File: config.mk
export PLATFORM = sky130hd
export DESIGN_NAME = window_cost_accumulator_flat
export DESIGN_NICKNAME = d
export VERILOG_FILES = /design/src/rtl/window_cost_accumulator_if.sv /design/src/rtl/window_cost_accumulator.sv /design/src/flat_wrapper.sv
export SDC_FILE = /design/constraint.sdc
export NUM_CORES = 1
export LEC_CHECK = 0
export BUFFER_PORTS_ARGS = -buffer_cell sky130_fd_sc_hd__buf_2
export CAP_MARGIN = 10
export CORE_MARGIN = 3
export CORE_UTILIZATION = 50
export DETAILED_ROUTE_END_ITERATION = 7
export PLACE_DENSITY = 0.8
export SYNTH_ARGS = -nofsm -noshare
export SYNTH_HDL_FRONTEND = slang
export SYNTH_SLANG_ARGS = --single-unit
File: constraint.sdc
create_clock -name clk_in -period 9.8 [get_ports clk_in]
set_clock_uncertainty 0.15 [all_clocks]
set_input_delay 0 -clock clk_in [delete_from_list [all_inputs] [get_ports clk_in]]
set_output_delay 0 -clock clk_in [all_outputs]
set_load 0.02 [all_outputs]
File: src/rtl/window_cost_accumulator_if.sv
// Row-segment input and window-cost output bundle for window_cost_accumulator.
// valid_in marks a beat and has no ready: every valid beat is consumed. cost_valid is a one-cycle pulse with no backpressure.
interface window_cost_accumulator_if #(
    parameter int PIXELS  = 6,
    parameter int PIXEL_W = 8,
    parameter int ROWS    = 6,
    parameter int TAG_W   = 6
);
    localparam int COST_W = $clog2(ROWS * PIXELS * (2**PIXEL_W - 1)**2 + 1);

    logic [PIXELS*PIXEL_W-1:0] left_row;
    logic [PIXELS*PIXEL_W-1:0] right_row;
    logic                      valid_in;
    logic                      mode_sad_in;
    logic [TAG_W-1:0]          tag_in;
    logic                      abort_in;
    logic [COST_W-1:0]         cost_out;
    logic [TAG_W-1:0]          tag_out;
    logic                      cost_valid;
    logic                      busy;

    modport master (
        output left_row, right_row, valid_in, mode_sad_in, tag_in, abort_in,
        input  cost_out, tag_out, cost_valid, busy
    );

    modport slave (
        input  left_row, right_row, valid_in, mode_sad_in, tag_in, abort_in,
        output cost_out, tag_out, cost_valid, busy
    );
endinterface

File: src/rtl/window_cost_accumulator.sv
// Block-matching window cost: per-row SSD/SAD in two registered stages, then
// ROWS rows are summed into one tagged cost emitted as a one-cycle pulse.
module window_cost_accumulator #(
    parameter int PIXELS  = 6,
    parameter int PIXEL_W = 8,
    parameter int ROWS    = 6,
    parameter int TAG_W   = 6
) (
    input logic clk_in,
    input logic rst_n_in,
    window_cost_accumulator_if.slave bus
);
    localparam int COST_W    = $clog2(ROWS * PIXELS * (2**PIXEL_W - 1)**2 + 1);
    localparam int ROW_CNT_W = (ROWS > 1) ? $clog2(ROWS) : 1;
    localparam logic [ROW_CNT_W-1:0] LAST_ROW = ROW_CNT_W'(ROWS - 1);

    function automatic logic [PIXEL_W-1:0] abs_diff_f(input logic [PIXEL_W-1:0] a,
                                                      input logic [PIXEL_W-1:0] b);
        return (a > b) ? (a - b) : (b - a);
    endfunction

    function automatic logic [COST_W-1:0] pixel_term(input logic [PIXEL_W-1:0] d,
                                                     input logic sad);
        logic [2*PIXEL_W-1:0] w;
        w = {{PIXEL_W{1'b0}}, d};
        return sad ? COST_W'(w) : COST_W'(w * w);
    endfunction

    // Input row counter and per-window mode/tag capture
    logic [ROW_CNT_W-1:0] in_row;
    logic                 mode_q;
    logic [TAG_W-1:0]     tag_q;
    logic                 first;
    logic                 last;
    logic                 beat;
    logic                 beat_mode;
    logic [TAG_W-1:0]     beat_tag;

    assign beat      = bus.valid_in & ~bus.abort_in;
    assign first     = (in_row == '0);
    assign last      = (in_row == LAST_ROW);
    assign beat_mode = first ? bus.mode_sad_in : mode_q;
    assign beat_tag  = first ? bus.tag_in : tag_q;

    always_ff @(posedge clk_in or negedge rst_n_in) begin
        if (!rst_n_in) begin
            in_row <= '0;
            mode_q <= 1'b0;
            tag_q  <= '0;
        end else if (bus.abort_in) begin
            in_row <= '0;
        end else if (bus.valid_in) begin
            in_row <= last ? '0 : in_row + 1'b1;
            if (first) begin
                mode_q <= bus.mode_sad_in;
                tag_q  <= bus.tag_in;
            end
        end
    end

    // Stage 1: per-pixel absolute difference, pixel 0 taken from the MSBs
    logic [PIXEL_W-1:0] abs_diff [PIXELS];
    logic [PIXEL_W-1:0] s1_diff  [PIXELS];
    logic               s1_valid, s1_first, s1_last, s1_mode;
    logic [TAG_W-1:0]   s1_tag;

    always_comb begin
        for (int i = 0; i < PIXELS; i++) begin
            abs_diff[i] = abs_diff_f(bus.left_row[(PIXELS-1-i)*PIXEL_W +: PIXEL_W],
                                     bus.right_row[(PIXELS-1-i)*PIXEL_W +: PIXEL_W]);
        end
    end

    always_ff @(posedge clk_in or negedge rst_n_in) begin
        if (!rst_n_in) begin
            s1_valid <= 1'b0;
            s1_first <= 1'b0;
            s1_last  <= 1'b0;
            s1_mode  <= 1'b0;
            s1_tag   <= '0;
            for (int i = 0; i < PIXELS; i++) s1_diff[i] <= '0;
        end else begin
            s1_valid <= beat;
            if (beat) begin
                s1_first <= first;
                s1_last  <= last;
                s1_mode  <= beat_mode;
                s1_tag   <= beat_tag;
                for (int i = 0; i < PIXELS; i++) s1_diff[i] <= abs_diff[i];
            end
        end
    end

    // Stage 2: row sum widened to the full cost width so it cannot overflow
    logic [COST_W-1:0] row_sum_c;
    logic [COST_W-1:0] s2_row_sum;
    logic              s2_valid, s2_first, s2_last;
    logic [TAG_W-1:0]  s2_tag;

    always_comb begin
        row_sum_c = '0;
        for (int i = 0; i < PIXELS; i++) begin
            row_sum_c = row_sum_c + pixel_term(s1_diff[i], s1_mode);
        end
    end

    always_ff @(posedge clk_in or negedge rst_n_in) begin
        if (!rst_n_in) begin
            s2_valid   <= 1'b0;
            s2_first   <= 1'b0;
            s2_last    <= 1'b0;
            s2_tag     <= '0;
            s2_row_sum <= '0;
        end else begin
            s2_valid <= s1_valid & ~bus.abort_in;
            if (s1_valid) begin
                s2_first   <= s1_first;
                s2_last    <= s1_last;
                s2_tag     <= s1_tag;
                s2_row_sum <= row_sum_c;
            end
        end
    end

    // Stage 3: window accumulator and output registers
    logic [COST_W-1:0] acc;
    logic [COST_W-1:0] acc_sum;
    logic [COST_W-1:0] cost_q;
    logic [TAG_W-1:0]  tag_out_q;
    logic              cost_valid_q;

    assign acc_sum = s2_first ? s2_row_sum : acc + s2_row_sum;

    always_ff @(posedge clk_in or negedge rst_n_in) begin
        if (!rst_n_in) begin
            acc          <= '0;
            cost_q       <= '0;
            tag_out_q    <= '0;
            cost_valid_q <= 1'b0;
        end else if (bus.abort_in) begin
            acc          <= '0;
            cost_valid_q <= 1'b0;
        end else begin
            cost_valid_q <= 1'b0;
            if (s2_valid) begin
                acc <= acc_sum;
                if (s2_last) begin
                    cost_q       <= acc_sum;
                    tag_out_q    <= s2_tag;
                    cost_valid_q <= 1'b1;
                end
            end
        end
    end

    assign bus.cost_out   = cost_q;
    assign bus.tag_out    = tag_out_q;
    assign bus.cost_valid = cost_valid_q;
    assign bus.busy       = (in_row != '0) | s1_valid | s2_valid;
endmodule
File: src/flat_wrapper.sv
// flat-port wrapper written by rule: the top's interface ports become plain ports
module window_cost_accumulator_flat 
#(
    parameter int PIXELS  = 6,
    parameter int PIXEL_W = 8,
    parameter int ROWS    = 6,
    parameter int TAG_W   = 6
)
  (clk_in, rst_n_in, bus_left_row, bus_right_row, bus_valid_in, bus_mode_sad_in, bus_tag_in, bus_abort_in, bus_cost_out, bus_tag_out, bus_cost_valid, bus_busy);
  window_cost_accumulator_if #(.PIXELS(PIXELS), .PIXEL_W(PIXEL_W), .ROWS(ROWS), .TAG_W(TAG_W)) bus_i ();
  input logic clk_in;
  input logic rst_n_in;
  input wire logic [$bits(bus_i.left_row)-1:0] bus_left_row;
  input wire logic [$bits(bus_i.right_row)-1:0] bus_right_row;
  input wire logic [$bits(bus_i.valid_in)-1:0] bus_valid_in;
  input wire logic [$bits(bus_i.mode_sad_in)-1:0] bus_mode_sad_in;
  input wire logic [$bits(bus_i.tag_in)-1:0] bus_tag_in;
  input wire logic [$bits(bus_i.abort_in)-1:0] bus_abort_in;
  output wire logic [$bits(bus_i.cost_out)-1:0] bus_cost_out;
  output wire logic [$bits(bus_i.tag_out)-1:0] bus_tag_out;
  output wire logic [$bits(bus_i.cost_valid)-1:0] bus_cost_valid;
  output wire logic [$bits(bus_i.busy)-1:0] bus_busy;
  assign bus_i.left_row = bus_left_row;
  assign bus_i.right_row = bus_right_row;
  assign bus_i.valid_in = bus_valid_in;
  assign bus_i.mode_sad_in = bus_mode_sad_in;
  assign bus_i.tag_in = bus_tag_in;
  assign bus_i.abort_in = bus_abort_in;
  assign bus_cost_out = bus_i.cost_out;
  assign bus_tag_out = bus_i.tag_out;
  assign bus_cost_valid = bus_i.cost_valid;
  assign bus_busy = bus_i.busy;
  window_cost_accumulator #(.PIXELS(PIXELS), .PIXEL_W(PIXEL_W), .ROWS(ROWS), .TAG_W(TAG_W)) u_core (.clk_in(clk_in), .rst_n_in(rst_n_in), .bus(bus_i));
endmodule
==> tab_implementation.tex <==
\begin{tabular}{lr}
\hline
Metric & Value \\
\hline
\multicolumn{2}{l}{\textbf{Floorplan}} \\
Die X & between 200 and 250 um \\
Die Footprint & between 40000 and 50000 sq um \\
I/O pin count & between 100 and 150 \\
Core area & 44500 sq um \\
Height of the die & 219 um \\
Initial standard-cell utilization of the core & 0.509 \\
Number of placement rows & 77 \\
\multicolumn{2}{l}{\textbf{Critical path}} \\
Dominant cell type by count on the critical path & fa\_1 \\
Worst setup path category & flop to flop \\
Cell at the slowest stage of the critical path & a2111oi\_0 \\
Largest stage delay on the critical path & 0.63 ns \\
Critical path capture point type & flop \\
Depth of the worst register-to-register path & 28 \\
Critical path fanouts, max & 11 \\
Worst r2r dst & u\_core.s2\_row\_sum[17]\$\_DFFE\_PN0P\_ \\
Worst reg-to-reg setup slack & approximately 1.6 ns \\
Critical Path RT & roughly 10 ns \\
Worst path arrival time & roughly 8.4 ns \\
Worst reg2reg startpoint & u\_core.s1\_diff[16]\$\_DFFE\_PN0P\_ \\
Nature of the critical path startpoint & flop \\
\multicolumn{2}{l}{\textbf{Detailed routing}} \\
Via total after detailed routing & 18152 \\
First-iteration detailed-routing DRC count & around 1200 \\
Count of antenna-violating nets left after detailed routing & 0 \\
Drt pass-1 iters & 8 \\
Wire length reported by the detailed router & $\sim$51000 um \\
Routed length per placed instance & around 15 um \\
DRC violation count after routing & 1 \\
Via density & about 5.4 \\
\multicolumn{2}{l}{\textbf{Clocking}} \\
Sink Count & 140 \\
Clock slew seen by the registers of the worst setup and hold paths & 0.07 ns \\
Clock tree from TritonCTS & yes \\
Clock Tree Root & clkbuf\_16 \\
Insertion delay to the later sink of the worst-skew pair & approximately 0.45 ns \\
Total CTS buffers & 17 \\
H-tree Lvls & 4 \\
Maximum buffer depth of the clock tree & 2 \\
\multicolumn{2}{l}{\textbf{Cells and area}} \\
Fill cell count & roughly 3900 \\
Most common cell after layout, fill and taps aside & inv\_1 \\
Number of nets in the layout & about 3400 \\
Layout Area Growth over Synthesis & 11.4\% \\
Final Util & 0.567 \\
Diodes inserted & 0 \\
Proportion of layout cells with a drive suffix above 1 & 0.0887 \\
Most frequent cells in the layout & inv\_1, ha\_1, fa\_1 \\
\multicolumn{2}{l}{\textbf{Placement}} \\
Detailed-placement wirelength estimate & 41100 um \\
Final weighted congestion in routability-driven placement & 0.928 \\
Quantity of I/O buffers inserted on ports & 136 \\
\multicolumn{2}{l}{\textbf{Status}} \\
Run status & finished with violations \\
Violations in the final reports & design-rule violations \\
\multicolumn{2}{l}{\textbf{GRT}} \\
Wire length of the first global-routing pass & 87500 um \\
Antenna violations before repair & 0 \\
Aggregate global routing overflow & 0 \\
Total Routing Usage GR & 0.219 \\
Vias in the first global route & about 19000 \\
Largest net degree at the start of global routing & 76 \\
\multicolumn{2}{l}{\textbf{Yosys}} \\
Library cell with the largest summed area after synthesis & fa\_1 \\
Portion of synthesized cell area occupied by the leading cell type & 0.201 \\
Portion of the post-synthesis area used by sequential elements & 0.155 \\
Count of warnings emitted by yosys & 0 \\
Cell area after synthesis & 22600 sq um \\
Average cell area after synthesis & 8.62 sq um \\
Register bit total from synthesis & 140 \\
Area contributors post-synth & fa\_1, ha\_1, dfrtp\_1 \\
EDFF count, synth & 0 \\
Distinct cells, synth & between 70 and 80 \\
Number of standard cells after synthesis & 2625 \\
Async set-reset flop share out of synthesis & 1.00 \\
Dominant synthesized flop cell & dfrtp\_1 \\
\multicolumn{2}{l}{\textbf{STA}} \\
Final cycle utilization of the critical path & 0.833 \\
Setup TNS & 0 ns \\
Count of endpoints failing hold in the final timing report & 0 \\
Setup repair after global routing missed its margin & no \\
Setup-failing EPs final & 0 \\
Final Max Tran Viols & 0 \\
Least-Margin Pin Slew & between 0.8 and 0.9 ns \\
Worst max-slew margin expressed relative to the limit & 0.407 \\
Fmax achieved & 0.123 GHz \\
Clock period minus worst slack & 8.16 ns \\
\multicolumn{2}{l}{\textbf{Worst hold path}} \\
Type of the tightest min-delay check & input port to asynchronous set/reset pin \\
\multicolumn{2}{l}{\textbf{Run}} \\
Reported max-cap violation count & 0 \\
\hline
\end{tabular}
cell usage after synthesis (7+ instances only):
| master | n |
|---|---|
| nand2_1 | 216 |
| nor2b_1 | 59 |
| nand3_1 | 19 |
| a21oi_1 | 126 |
| o21ai_0 | 154 |
| a211oi_1 | 28 |
| xnor2_1 | 91 |
| a31oi_1 | 7 |
| nand4_1 | 10 |
| inv_1 | 428 |
| buf_2 | 8 |
| a21o_1 | 25 |
| mux2_2 | 47 |
| dfrtp_1 | 140 |
| nor3_1 | 26 |
| and2_1 | 110 |
| ha_1 | 297 |
| nand2b_1 | 26 |
| buf_1 | 7 |
| o21a_1 | 29 |
| mux2i_1 | 59 |
| clkbuf_1 | 75 |
| xor2_1 | 59 |
| o41ai_1 | 15 |
| nor2_1 | 190 |
| a211o_1 | 9 |
| fa_1 | 227 |
| or3_1 | 11 |
| and3_1 | 14 |
| o21bai_1 | 16 |
| a221oi_1 | 9 |
cells by family (layout without fill, tap and decap cells):
group	Yosys count	after routing	share of synthesized area
AOI/OAI and AO/OA	482	482	0.137
xor gates and xnor gates	150	150	0.0580
adders and majority gates	524	524	0.365
buffers and inverters	519	683	0.0868
DFF	140	140	0.155
muxes	106	106	0.0495
other	2	8	0.000332
and+or+nand+nor	702	702	0.148
per-stage QoR:
step / hold WS [ns] / std cells / instance area (sq um) / setup slack, ns
6_report: 0.00106 / 3387 / 25200 / 1.64
5_1_grt: 0.0464 / 3387 / 25200 / 1.13
4_1_cts: 0.00283 / 3387 / 25200 / 1.74
3_5_place_dp: -0.0985 / 3275 / 23800 / 1.76
3_3_place_gp: -0.102 / 3275 / 23800 / 1.89
2_1_floorplan: -0.446 / 2631 / 22700 / 2.22
worst max-delay path: cells and delay by family, from the launching register on:
kind | cells | cell delay (ns)
adders and majority gates | 9 | 3.65
and+or+nand+nor | 7 | 1.53
AOI/OAI and AO/OA | 5 | 1.33
DFF | 1 | 0.61
xor gates and xnor gates | 2 | 0.31
muxes | 1 | 0.26
buffers and inverters | 4 | 0.21
sequential cells by signal, summed over array words and instances (netlist names), 3 cells and up:
signal,count
u_core.bus.cost_out,22
u_core.bus.tag_out,6
u_core.in_row,3
u_core.tag_q,6
u_core.acc,22
u_core.s2_tag,6
u_core.s1_diff,48
u_core.s2_row_sum,19
final cells by class:
cell class	count	area, sq um	area share
clock buffer	20	447	0.0177
clock inverter	12	186	0.00739
inverter	428	1610	0.0637
multi-input combinational	1972	17200	0.682
sequential	140	3510	0.139
tap	592	741	0.0294
timing repair buffer	223	1540	0.0611
routing by layer:
layer | GRT usage | wire length, um
met5 | 0 | 0
met4 | 0.0572 | 1030
met3 | 0.0291 | 2170
met2 | 0.389 | 25300
met1 | 0.281 | 22600
repair_timing:
item,in CTS,in global routing
hold endpoints to repair,148,0
setup endpoints to repair,0,0
setup buffers,0,0
hold buffers,80,0
resized for setup,0,0
how the worst max path moves through the flow:
stage          slack [ns]                                end  cells after the start                           start
2_1_floorplan        2.22  u_core.s2_row_sum[17]$_DFFE_PN0P_                     28   u_core.s1_diff[5]$_DFFE_PN0P_
3_3_place_gp         1.89  u_core.s2_row_sum[17]$_DFFE_PN0P_                     27   u_core.s1_diff[5]$_DFFE_PN0P_
3_5_place_dp         1.76  u_core.s2_row_sum[17]$_DFFE_PN0P_                     28  u_core.s1_diff[16]$_DFFE_PN0P_
4_1_cts              1.74  u_core.s2_row_sum[17]$_DFFE_PN0P_                     28  u_core.s1_diff[16]$_DFFE_PN0P_
5_1_grt              1.13  u_core.s2_row_sum[17]$_DFFE_PN0P_                     28  u_core.s1_diff[16]$_DFFE_PN0P_
6_report             1.64  u_core.s2_row_sum[17]$_DFFE_PN0P_                     28  u_core.s1_diff[16]$_DFFE_PN0P_
Power is not shown: default switching activity piles up to over one toggle a cycle in this logic, so the estimate is an artifact.
